[src/rtl/minterm_serializer.sv]
// minterm_serializer
// Captures an N_VARS-input truth table and streams the indices of its minterms
// (mode=0) or maxterms (mode=1) one per valid/ready transfer.
// Optional feature macro: MINTERM_GRAY_ORDER_EN (scan in reflected Gray order,
// i.e. Karnaugh-map adjacency order, instead of ascending binary order).
module minterm_serializer #(
  parameter int N_VARS = 4
) (
  input  logic                     clk,
  input  logic                     rst_n,
  input  logic                     start,
  input  logic [(1<<N_VARS)-1:0]   table_in,
  input  logic                     mode,
  output logic                     busy,
  output logic                     term_valid,
  input  logic                     term_ready,
  output logic [N_VARS-1:0]        term_idx,
  output logic                     term_last,
  output logic                     done,
  output logic [N_VARS:0]          term_count
);

  localparam int W = 1 << N_VARS;

  typedef enum logic [1:0] {
    IDLE,
    SCAN,
    EMIT,
    DONE
  } state_t;

  state_t            state;
  state_t            state_nxt;

  // Bits still to be emitted; selected bits are cleared as they are accepted,
  // so "no other bit left" directly tells us the current term is the last.
  logic [W-1:0]      rem_mask;
  logic [N_VARS-1:0] pos;
  logic [N_VARS-1:0] idx;
  logic [W-1:0]      idx_onehot;
  logic              hit;
  logic              last_hit;
  logic              pos_end;
  logic              accept;

`ifdef MINTERM_GRAY_ORDER_EN
  // Map scan position to table index through reflected Gray code
  always_comb begin
    idx = pos ^ (pos >> 1);
  end
`else
  // Plain ascending order: the scan position is the table index
  always_comb begin
    idx = pos;
  end
`endif

  assign idx_onehot = W'(1) << idx;
  assign hit        = rem_mask[idx];
  assign last_hit   = ((rem_mask & ~idx_onehot) == '0);
  assign pos_end    = (pos == {N_VARS{1'b1}});
  assign accept     = (state == EMIT) && term_ready;

  // State register
  always_ff @(posedge clk) begin
    if (!rst_n) begin
      state <= IDLE;
    end else begin
      state <= state_nxt;
    end
  end

  // Next-state logic and state-decoded outputs
  always_comb begin
    state_nxt  = state;
    busy       = 1'b0;
    done       = 1'b0;
    term_valid = 1'b0;
    case (state)
      IDLE: begin
        if (start) begin
          state_nxt = SCAN;
        end
      end
      SCAN: begin
        busy = 1'b1;
        if (hit) begin
          state_nxt = EMIT;
        end else if (pos_end) begin
          state_nxt = DONE;
        end
      end
      EMIT: begin
        busy       = 1'b1;
        term_valid = 1'b1;
        if (term_ready) begin
          state_nxt = term_last ? DONE : SCAN;
        end
      end
      DONE: begin
        done      = 1'b1;
        state_nxt = IDLE;
      end
      default: begin
        state_nxt = IDLE;
      end
    endcase
  end

  // Scan datapath: capture, position stepping, term register and counter
  always_ff @(posedge clk) begin
    if (!rst_n) begin
      rem_mask   <= '0;
      pos        <= '0;
      term_idx   <= '0;
      term_last  <= 1'b0;
      term_count <= '0;
    end else begin
      case (state)
        IDLE: begin
          if (start) begin
            rem_mask   <= mode ? ~table_in : table_in;
            pos        <= '0;
            term_count <= '0;
          end
        end
        SCAN: begin
          if (hit) begin
            term_idx  <= idx;
            term_last <= last_hit;
          end else if (!pos_end) begin
            pos <= pos + N_VARS'(1);
          end
        end
        EMIT: begin
          if (accept) begin
            term_count <= term_count + (N_VARS+1)'(1);
            rem_mask   <= rem_mask & ~idx_onehot;
            term_last  <= 1'b0;
            if (!term_last) begin
              pos <= pos + N_VARS'(1);
            end
          end
        end
        default: begin
        end
      endcase
    end
  end

endmodule

[config.mk]
export PLATFORM = sky130hd
export DESIGN_NAME = minterm_serializer
export DESIGN_NICKNAME = d
export VERILOG_FILES = /design/src/rtl/minterm_serializer.sv
export SDC_FILE = /design/constraint.sdc
export NUM_CORES = 1
export LEC_CHECK = 0
export ABC_CLOCK_PERIOD_IN_PS = 2300
export CAP_MARGIN = 20
export CELL_PAD_IN_SITES_DETAIL_PLACEMENT = 0
export CELL_PAD_IN_SITES_GLOBAL_PLACEMENT = 1
export CORE_ASPECT_RATIO = 1.1
export CORE_UTILIZATION = 36
export CTS_CLUSTER_DIAMETER = 30
export DETAILED_ROUTE_END_ITERATION = 12
export PLACE_DENSITY = 0.73
export SETUP_SLACK_MARGIN = 0.2
export SYNTH_ARGS = -nofsm -noshare
export SYNTH_HDL_FRONTEND = slang
export SYNTH_SLANG_ARGS = --single-unit
[constraint.sdc]
create_clock -name clk -period 2.3 [get_ports clk]
set_clock_uncertainty 0.05 [all_clocks]
set_input_delay 0.345 -clock clk [delete_from_list [all_inputs] [get_ports clk]]
set_output_delay 0.345 -clock clk [all_outputs]
set_load 0.01 [all_outputs]
==> metrics, run 1 <==
outcome=completed; required time worst endpoint=2440 ps; most frequent cells in the layout=46 x nand2_1, 33 x clkdlybuf4s50_1, 30 x dfxtp_1; dpl hpwl=4360 um; CTS tree=done; switching share of power=41.3%; Wirelength per Cell=15.1 um; Max FO, Critical Path=5; Comb power frac=53.0%; Final Slew Violations=0; delay-heaviest family, CP=multiplexers; first-pass GRT wire length=10000 um; area leader, netlist=dfxtp_1; Die Span Y=85.0 um; Setup crit end=state[1]; H-tree depth=2; Initial Util=38.1%; YS warnings=0; Post-Syn Area=0.00226 mm2; syn_area_per_cell=8.20 um2; Placeable Area=0.00591 mm2; RSZ-0062 raised after global routing=yes; Max Cap Viol=0; Post-Route M1 WL=2730 um; number of antenna violations at the first check in global routing=0; met2 WL=2980 um; main area contributors after synthesis=dfxtp_1 28%, nand2_1 7.7%, ha_1 7.2%, xor2_1 5.4%, mux4_2 5.0%; maximum vdd drop=0.352 mV; Layout area overhead=30.3%; I/O pins=34; fraction of layout cells with a size suffix above 1=17.4%; slowest cell on the critical path=mux4_2; Distinct cells, synth=44; critical path, cell by cell=mux4_2 > mux4_2 > o31a_1 > and3_1 > o21a_1; Seq/Total Area, Yosys=28.4%; setup ws final=130 ps; Clock power frac=17.0%; CP bufs+invs=0; post-DR vias/cell=5.32; worst hold slack=403 ps; post-layout util=49.7%; CP Launch Type=register; Post-synth EDFFs=0; Int Pwr=1.58 mW; clock tree buffer depth=2; fmax=0.461 GHz; Levels on crit path=5; FFs w/ async S/R, synth=0%; worst r2r src=idx[2]; Worst-path clk slew=70 ps; pwr dens=917 mW/mm2; top_reg_cell synth=dfxtp_1; Flop pwr share=30.1%; Ant. Diodes=0; DRC errors left=0; syn_nets=309; most common cell after layout, fill and taps aside=nand2_1; Inserted Clock Buffers=5; NumNets Final=355; input/output buffers=33; crit path time final=2170 ps; slowest stage delay, CP=530 ps; metal3 WL=219 um; worst reg2reg setup slack=130 ps; vias=2124; dpl cell area=0.00278 mm2; HP Class=reg2reg; top-area cell type share of the netlist area=28.4%; Worst slew margin=67.0%; synthesis-stage register bit count=32; period utilization=94.4%; final setup TNS=0 ps; worst slew pin tran=492 ps; Sink Count=32; WP data arrival=2310 ps; critical path startpoint=idx[2]; DR iter-0 viols=108; Skew-Pair Late Insertion Delay=290 ps; drt pass-1 iters=4; Total Routing Usage GR=19.4%; Root Buffer=clkbuf_8; # setup viols final=0; crit path kind=reg2reg; crit end category=register; Overflow after GRT=0; gate count of the mapped netlist=275; leakage=1.14 nW; Die Area=0.00659 mm2; DR top layer=met4; design area=0.00294 mm2; FILL cells=599; largest net degree at the start of global routing=35; drt total wl=6020 um; Final Hold Fails=0; Rows=29; Psw=1.11 mW; dpl ws=11.6 ps; vias in the first global route=2055; global placer's final weighted congestion=0.873; R2R depth=5; most frequent CP cell=mux4_2; reg-to-reg critical path endpoint=state[1]; Die X=77.5 um; post-detailed-route count of antenna-violating nets=0
per-stage QoR:
stage	power [mW]	cells
final	2.70	399
after global placement	2.16	389
after floorplan	1.66	275
after global routing	2.91	399
after CTS	2.66	398
after detailed placement	2.16	389
flip-flops by register name (all words and copies together) (netlist names):
register / flops
term_last: 1
term_count: 5
state: 2
idx: 4
term_idx: 4
rem_mask: 16
per-layer routing:
metal,global-route usage [%],up-vias
met5,0,-
met4,5.32,0
met3,3.76,12
met2,33.7,60
met1,24.4,994
li1,-,1058
power by group through the flow:
| stage | Clock [mW] | Sequential, mW | Combinational (mW) |
|---|---|---|---|
| after floorplan | 0 | 0.789 | 0.870 |
| after global placement | 0 | 0.819 | 1.34 |
| after detailed placement | 0 | 0.818 | 1.34 |
| after CTS | 0.469 | 0.808 | 1.39 |
| after global routing | 0.496 | 0.826 | 1.59 |
| final | 0.458 | 0.811 | 1.43 |
worst min-delay path, delay by kind of cell, from the launching register on:
| family | cells | cell delay (ps) |
|---|---|---|
| compound gates | 1 | 50 |
| flops | 1 | 310 |
| simple gates | 1 | 50 |
worst min path at each step:
stage,cells past startpoint,from,slack [ps],end
after detailed placement,2,term_idx[3],410,term_idx[3]
after global placement,2,term_idx[2],400,term_idx[2]
after global routing,2,term_idx[3],450,term_idx[3]
after floorplan,2,rem_mask[15],410,rem_mask[15]
final,2,term_idx[3],400,term_idx[3]
after CTS,2,term_idx[3],420,term_idx[3]
logic make-up (layout without fill, tap and decap cells):
family / after synthesis / count (layout) / share of synthesized area (%)
adders and majority gates: 13 / 13 / 7.21
muxes: 10 / 10 / 8.65
AOI/OAI and AO/OA: 64 / 64 / 20.0
DFF: 32 / 32 / 28.4
buffers and inverters: 28 / 75 / 5.05
and+or+nand+nor: 109 / 109 / 23.4
xor gates and xnor gates: 19 / 19 / 7.38
synth_stat cells, drive strengths merged (4+ instances only):
cell type / n
nand2b: 5
a22oi: 9
and3: 5
mux4: 7
and2: 6
o21ai: 13
dfxtp: 32
a21boi: 10
xor2: 14
nand3b: 5
xnor2: 5
a21oi: 5
inv: 9
nand3: 9
clkbuf: 16
a32oi: 4
nor2: 14
ha: 13
nor2b: 14
nand2: 46
repair_timing:
item	4_1_cts	5_1_grt
cloned	0	0
pin swaps	0	4
setup endpoints to repair	12	13
hold buffers	0	0
gates resized for setup	10	13
setup buffers	1	1
layout make-up:
class / count / area [um2] / share of cell area (%)
Multi-Input combinational cell: 215 / 1560 / 52.9
Clock inverter: 2 / 10.0 / 0.341
Sequential cell: 32 / 646 / 22.0
Tap cell: 77 / 96.3 / 3.28
Timing Repair Buffer: 58 / 515 / 17.5
Clock buffer: 6 / 82.6 / 2.81
Inverter: 9 / 33.8 / 1.15
(Power assumes the default switching activity.)
==> run 2: changes to the inputs <==
--- a/config.mk
+++ b/config.mk
@@ -15,6 +15,7 @@
 export DETAILED_ROUTE_END_ITERATION = 12
 export PLACE_DENSITY = 0.73
 export SETUP_SLACK_MARGIN = 0.2
+export SLEW_MARGIN = 20
 export SYNTH_ARGS = -nofsm -noshare
 export SYNTH_HDL_FRONTEND = slang
 export SYNTH_SLANG_ARGS = --single-unit
==> results of run 2 <==
No change in the layout: final DEF, timing and power equal those of run 1.
